### src/rtl/uart_rx.sv
// uart_rx: oversampling UART receiver, 8N1 with optional parity.
// 3-sample majority vote per bit, one-cycle result strobes.
module uart_rx (
  input  logic       CLK,
  input  logic       RST,
  input  logic       RX_IN,
  input  logic [5:0] PRESCALE,
  input  logic       PAR_EN,
  input  logic       PAR_TYP,
  output logic [7:0] P_DATA,
  output logic       DATA_VALID,
  output logic       PAR_ERR,
  output logic       STP_ERR
);

  typedef enum logic [2:0] {
    IDLE,
    START,
    DATA,
    PARITY,
    STOP
  } state_t;

  state_t     state_q;
  state_t     state_d;

  logic [5:0] edge_cnt;
  logic [5:0] presc_q;
  logic [5:0] half;
  logic [2:0] bit_cnt;
  logic [2:0] samp;
  logic [7:0] shift_q;
  logic       par_en_q;
  logic       par_typ_q;
  logic       par_fail;

  logic       maj;
  logic       bit_end;
  logic       start_det;
  logic       frame_done;
  logic       stp_fail;
  logic       dv_d;
  logic       pe_d;
  logic       se_d;

  assign half    = {1'b0, presc_q[5:1]};
  assign bit_end = (state_q != IDLE) &&
                   (edge_cnt == presc_q - 6'd1);

  assign maj = (samp[0] & samp[1]) |
               (samp[0] & samp[2]) |
               (samp[1] & samp[2]);

  // A low line at the stop decision starts the next
  // frame at once, so zero-gap frames keep alignment.
  assign start_det = !RX_IN &&
                     ((state_q == IDLE) ||
                      (state_q == STOP && bit_end));

  always_ff @(posedge CLK) begin
    if (RST) begin
      state_q <= IDLE;
    end else begin
      state_q <= state_d;
    end
  end

  always_comb begin
    state_d = state_q;
    unique case (state_q)
      IDLE: begin
        if (!RX_IN) state_d = START;
      end
      START: begin
        if (bit_end) state_d = maj ? IDLE : DATA;
      end
      DATA: begin
        if (bit_end && bit_cnt == 3'd7)
          state_d = par_en_q ? PARITY : STOP;
      end
      PARITY: begin
        if (bit_end) state_d = STOP;
      end
      STOP: begin
        if (bit_end) state_d = RX_IN ? IDLE : START;
      end
      default: state_d = IDLE;
    endcase
  end

  always_ff @(posedge CLK) begin
    if (RST) begin
      edge_cnt  <= '0;
      bit_cnt   <= '0;
      presc_q   <= '0;
      par_en_q  <= 1'b0;
      par_typ_q <= 1'b0;
      par_fail  <= 1'b0;
      samp      <= 3'b111;
      shift_q   <= '0;
    end else begin
      if (start_det) begin
        presc_q   <= PRESCALE;
        par_en_q  <= PAR_EN;
        par_typ_q <= PAR_TYP;
        par_fail  <= 1'b0;
        bit_cnt   <= '0;
      end

      if (start_det || state_q == IDLE || bit_end) begin
        edge_cnt <= '0;
      end else begin
        edge_cnt <= edge_cnt + 6'd1;
      end

      if (state_q != IDLE) begin
        unique case (1'b1)
          edge_cnt == half - 6'd1: samp[0] <= RX_IN;
          edge_cnt == half:        samp[1] <= RX_IN;
          edge_cnt == half + 6'd1: samp[2] <= RX_IN;
          default: ;
        endcase
      end

      if (state_q == DATA && bit_end) begin
        shift_q <= {maj, shift_q[7:1]};
        bit_cnt <= bit_cnt + 3'd1;
      end

      if (state_q == PARITY && bit_end) begin
        par_fail <= maj != (^shift_q ^ par_typ_q);
      end
    end
  end

  always_comb begin
    frame_done = (state_q == STOP) && bit_end;
    stp_fail   = frame_done && !maj;
    dv_d       = frame_done && maj && !par_fail;
    pe_d       = frame_done && par_fail;
    se_d       = stp_fail;
  end

  always_ff @(posedge CLK) begin
    if (RST) begin
      P_DATA     <= '0;
      DATA_VALID <= 1'b0;
      PAR_ERR    <= 1'b0;
      STP_ERR    <= 1'b0;
    end else begin
      DATA_VALID <= dv_d;
      PAR_ERR    <= pe_d;
      STP_ERR    <= se_d;
      if (dv_d) P_DATA <= shift_q;
    end
  end

endmodule
### config.mk
export PLATFORM = sky130hd
export DESIGN_NAME = uart_rx
export DESIGN_NICKNAME = d
export VERILOG_FILES = /design/src/rtl/uart_rx.sv
export SDC_FILE = /design/constraint.sdc
export NUM_CORES = 1
export LEC_CHECK = 0
export ABC_AREA = 0
export BUFFER_PORTS_ARGS = -buffer_cell sky130_fd_sc_hd__buf_2
export CORE_UTILIZATION = 45
export CTS_CLUSTER_DIAMETER = 50
export DETAILED_ROUTE_END_ITERATION = 7
export PLACE_DENSITY = 0.73
export SLEW_MARGIN = 5
export SYNTH_ARGS = -nofsm -noshare
export SYNTH_HDL_FRONTEND = slang
export SYNTH_SLANG_ARGS = --single-unit
### constraint.sdc
create_clock -name CLK -period 3.2 [get_ports CLK]
set_input_delay 0.64 -clock CLK [delete_from_list [all_inputs] [get_ports CLK]]
set_output_delay 0.64 -clock CLK [all_outputs]
set_load 0.005 [all_outputs]
# [Word-level counts from Yosys, hierarchy flattened]
# Cells that the tools add are included.
# Widths: inputs -> output; s select.
[totals] regBits=43 input_bits=11 out_inout_bits=11 elab_cells=80
[classes] n_addsub=5 eq_ne=15 muxes=13 bitwise=6 reduce_logical=26
[op_table] op="$mux 3" n=8
[op_table] op="$eq 6x6->1" n=3
[op_table] op="$pmux 3 s5" n=1
[op_table] op="$logic_and 1x1->1" n=10
[op_table] op="$ne 2x2->1 const B" n=5
[op_table] op="$reduce_xor 8->1" n=1
[op_table] op="$add 5x1->6 const B" n=1
[op_table] op="$add 6x1->6 const B" n=1
[op_table] op="$eq 3x2->1 const B" n=2
[op_table] op="$eq 3x3->1 const B" n=2
[op_table] op="$eq 6x5->1" n=1
[op_table] op="$reduce_and 2->1" n=3
[op_table] op="$sub 5x1->6 const B" n=1
[op_table] op="$sub 6x1->6 const B" n=1
[op_table] op="$reduce_and 5->1" n=1
[op_table] op="$reduce_bool 2->1" n=2
[op_table] op="$add 3x1->3 const B" n=1
[op_table] op="$and 1x1->1" n=3
[op_table] op="$eq 3x1->1 const B" n=1
[op_table] op="$logic_not 1->1" n=3
[op_table] op="$logic_not 3->1" n=1
[op_table] op="$logic_or 1x1->1" n=3
[op_table] op="$mux 1" n=3
[op_table] op="$reduce_bool 3->1" n=1
[op_table] op="5 further kinds" n=6

# [Depth between registers and ports, before layout]
[depth] ltp_word=9 ltp_mapped=10 depth_no_buf=8

# [Worst setup path before layout]
# Ideal clock, no wire load.
[synth_path] path_type="register to register" from="reg presc_q[2]" to="reg P_DATA[0]" setup_time_ns=0.072 arrival_time_ns=2.260 t_required_ns=3.128 slack_ns=0.868 stages_incl_launch_ff=10 path_buffers=1 period_less_slack_ns=2.332 cell_sequence="dfxtp_1 > clkbuf_1 > inv_1 > ha_1 > a21boi_1 > xnor2_1 > nor4b_4 > nand4_1 > nor2_4 > mux2i_1"
[synth_between] elab_chain_cells=6
[synth_rtl] element="start, declared" line="28" rtl="logic [5:0] presc_q;"
[synth_rtl] element="start signal, assigned" line="95" rtl="presc_q <= '0;"
[synth_rtl] element="start signal, assigned" line="103" rtl="presc_q <= PRESCALE;"
[synth_rtl] element="$sub 6x1->6" line="48" rtl="(edge_cnt == presc_q - 6'd1);"
[synth_rtl] element="$eq 6x6->1" line="48"
[synth_rtl] element="$logic_and 1x1->1" line="47" rtl="assign bit_end = (state_q != IDLE) &&"
[synth_rtl] element="$logic_and 1x1->1" line="137" rtl="frame_done = (state_q == STOP) && bit_end;"
[synth_rtl] element="$logic_and 1x1->1 (2 in a row)" line="139" rtl="dv_d = frame_done && maj && !par_fail;"
[synth_rtl] element="end signal, assigned" line="154" rtl="if (dv_d) P_DATA <= shift_q;"
[synth_rtl] element="end, declared" line="10" rtl="output logic [7:0] P_DATA,"
# No other way between the ends.
# A chain may end at the register's enable or synchronous reset.

# [Final worst setup path]
[layout_path] from="reg presc_q[2]" to="reg shift_q[5]"
[layout_between] elab_chain_cells=4
[layout_rtl] element="$sub 6x1->6" line="48"
[layout_rtl] element="$eq 6x6->1" line="48"
[layout_rtl] element="$logic_and 1x1->1" line="47"
[layout_rtl] element="$logic_and 1x1->1" line="125" rtl="if (state_q == DATA && bit_end) begin"
[layout_rtl] element="end signal, assigned" line="126" rtl="shift_q <= {maj, shift_q[7:1]};"
[layout_rtl] element="end, declared" line="32" rtl="logic [7:0] shift_q;"
# No other way between the ends.

==> impl_metrics.yaml <==
outcome:
  status: "completed"
drt:
  vias: 1845
  dr.pass1.iters: 4
  finalWirelength_um: 4400
  post_drt_wl_per_cell_um: 12.6
  viasPerCell: 5.27
  drc: 0
  ant_nets: 0
  initialDrtViolationCount: 133
timing:
  rsz0062_at_grt: "no"
  timing.final.crit_share_pct: 83.1
  fmax_mhz: 376
  worst_pin_slew_ns: 0.770
  drv_slew: 0
  timing.hold.ws_ns: 0.475
  finalHoldViolations: 0
  fin_crit_ns: 2.66
  setup_viol: 0
  slew_headroom_pct: 48.7
  setup_tns_ns: 0
  finClkSkew_ns: 0.0130
worst_setup_path:
  rr_startpoint: "presc_q[2]$_SDFFE_PP0P_"
  crit_chain: "inv_1 -> ha_1 -> a21boi_1 -> xnor2_1 -> nor4b_4 -> and4b_1 -> mux2i_1 -> nor2_1"
  cp-start-kind: "flop"
  crit_fanout: 11
  r2r_cells: 8
  r2r_slack_ns: 0.54
  worst-endpoint-required_ns: 3.38
  cp-startpoint: "presc_q[2]$_SDFFE_PP0P_"
  crit_end: "shift_q[5]$_SDFFE_PP0P_"
  r2r_end: "shift_q[5]$_SDFFE_PP0P_"
  max_stage_delay_ns: 0.63
  cp_slowest_cell: "and4b_1"
  cp.arrival_ns: 2.84
  path_class: "reg2reg"
  end_kind: "flop"
power:
  fin_total_pwr_mw: 1.04
  netSwitchingPower_mw: 0.283
  worst_ir_drop_vdd_mv: 0.272
  power.share.clock_pct: 34.9
  pwr-share-seq_pct: 54.4
  p_comb_share_pct: 10.8
  power.density_mw_per_mm2: 399
  switching_share_pct: 27.3
  power.internal_mw: 0.753
  p_leak_nw: 0.962
floorplan:
  io_pins: 22
  die_area_sq_mm: 0.00564
  die_y_um: 75.1
  fp.dieW_um: 75.1
  coreArea_sq_mm: 0.00514
  rows: 26
  initial_core_util_pct: 46.8
global_route:
  grt_max_degree: 47
  gr-total-overflow: 0
  grt_usage_pct: 16.8
  antenna_found_initial: 0
  use_met2_pct: 25.4
  busiest_layer: "met2"
  grt_pass1_vias: 1596
  grt_pass1_wl_um: 7200
  grtUsageMet3_pct: 4.55
  grt_use_met1_pct: 23.0
worst_hold_path:
  min_path_type: "reg2reg"
yosys:
  synth-seq-area-share_pct: 35.8
  syn_nets: 287
  yosys_warnings: 0
  async_flop_share_pct: 0
  ys_ff_latch: 43
  ys.flop_type: "dfxtp_1"
  syn_inst: 269
  synth_edf_count: 0
  postSynthAreaPerCell_sq_um: 8.94
  yosysTopAreaCellShare_pct: 35.8
  synth.distinct_cells: 49
  synth_area_sq_mm: 0.00240
  synth_area_leader_cell: "dfxtp_1"
  synth_area_leaders: "dfxtp_1 (36%), mux2i_1 (7.5%), nand2b_1 (6.0%), xnor2_1 (5.5%), xor2_1 (5.1%)"
flow_run:
  cap_violations: 0
finish:
  drive_gt1_share_pct: 12.9
  area_growth_pct: 7.81
  nets: 297
  diodes: 0
clock_network:
  path_clk_slew_ns: 0.10
  hold_buffers: 0
  cts_tree: "yes"
  htree_levels: 2
  clk_latency_ns: 0.31
  cts_sinks: 43
  postCtsSetupBuffers: 0
  cts_buffer_depth: 2
  cts_buffers: 5
  cts.repair.resized: 0
  root_buffer: "clkbuf_8"
placed_design:
  io_buffer_count: 21
  gp_congestion: 0.886
  dp_hpwl_um: 3030
power groups by stage:
| stage | sequential [mW] | clock, mW | combinational, mW |
|---|---|---|---|
| final | 0.563 | 0.361 | 0.111 |
| after global routing | 0.566 | 0.391 | 0.124 |
| after global placement | 0.575 | 0 | 0.108 |
| after CTS | 0.563 | 0.370 | 0.111 |
| after floorplan | 0.564 | 0 | 0.100 |
| after detailed placement | 0.575 | 0 | 0.110 |
placed cells by master, fill, tap and decap left out, types with 2 or more instances in the layout:
cell,synthesis,layout
o21ai_0,12,12
xor2_1,14,14
mux2i_1,18,18
or3b_2,2,2
xnor2_1,15,15
nand2_1,8,8
nor3b_1,2,2
inv_1,7,7
clkinvlp_4,0,2
and3_1,3,3
nand4_1,2,2
nor2_1,22,22
nand4b_1,2,2
or3b_1,6,6
or3_1,3,3
nand3_1,9,9
o211ai_1,5,5
a21oi_1,15,15
ha_1,7,7
a31oi_1,3,3
and2_1,4,4
clkbuf_8,0,5
buf_2,2,21
dfxtp_1,43,43
nand2b_1,23,23
nor3_1,4,4
nand3b_1,2,2
how the worst min path moves through the flow:
stage,slack [ns],depth (start not counted),to,startpoint
floorplan,0.45,2,par_fail$_SDFFE_PP0P_,par_fail$_SDFFE_PP0P_
global placement,0.46,2,P_DATA[5]$_SDFFE_PP0P_,P_DATA[5]$_SDFFE_PP0P_
detailed placement,0.46,2,P_DATA[5]$_SDFFE_PP0P_,P_DATA[5]$_SDFFE_PP0P_
CTS,0.48,2,P_DATA[5]$_SDFFE_PP0P_,P_DATA[5]$_SDFFE_PP0P_
global route,0.50,2,P_DATA[1]$_SDFFE_PP0P_,P_DATA[1]$_SDFFE_PP0P_
finish,0.48,2,P_DATA[5]$_SDFFE_PP0P_,P_DATA[5]$_SDFFE_PP0P_
critical path: cells and delay by family (launching register included):
kind | cells | cell delay (ns)
AOI/OAI and AO/OA | 1 | 0.15
xor gates and xnor gates | 1 | 0.16
adders and majority gates | 1 | 0.25
buffers and inverters | 1 | 0.13
DFF | 1 | 0.51
muxes | 1 | 0.25
and+or+nand+nor | 3 | 1.08
cells by family after synthesis:
| family | count (synthesis) | share of synthesized area, % |
|---|---|---|
| compound gates | 46 | 12.2 |
| xor+xnor | 29 | 10.6 |
| fa+ha+maj | 8 | 4.06 |
| buf+inv | 25 | 5.15 |
| flops | 43 | 35.8 |
| mux | 18 | 7.50 |
| simple gates | 100 | 24.7 |
metal layers:
layer	up-vias	share of wire, %
li1	950	-
met1	849	51
met2	41	44
met3	5	4.2
met4	0	1.3
met5	-	0
synthesized netlist by cell type, drive strengths merged (2+ instances only):
library cell	number
and3	3
dfxtp	43
mux2i	18
nand3b	2
a21boi	2
a21oi	16
o21ai	12
nand4	2
nand2b	23
or3b	8
or3	3
xor2	14
a31oi	3
buf	6
o211ai	5
inv	7
nand2	8
nor3	4
nor3b	2
clkbuf	12
nand3	9
nand4b	2
nor2	23
ha	7
and2	4
nor4b	2
xnor2	15
layout make-up:
type	count	area, sq um
Inverter	7	26.3
Clock inverter	3	23.8
Multi-Input combinational cell	201	1420
Clock buffer	5	68.8
Timing Repair Buffer	21	105
Fill cell	510	2550
Tap cell	70	87.6
Sequential cell	43	861
per-stage QoR:
step	cells	utilization, %	setup WS (ns)	instance area (sq um)
after global placement	342	48.6	0.644	2500
after detailed placement	342	48.6	0.555	2500
after CTS	350	50.4	0.555	2590
after floorplan	269	-	0.868	2400
after global routing	350	50.4	0.283	2590
final	350	50.4	0.540	2590
flip-flops by register name, summed over array words and instances (netlist names):
signal,flops
STP_ERR,1
par_fail,1
bit_cnt,3
par_typ_q,1
DATA_VALID,1
state_q,3
shift_q,8
PAR_ERR,1
samp,3
par_en_q,1
P_DATA,8
edge_cnt,6
presc_q,6
No activity file was read; power rests on OpenSTA's default activity.
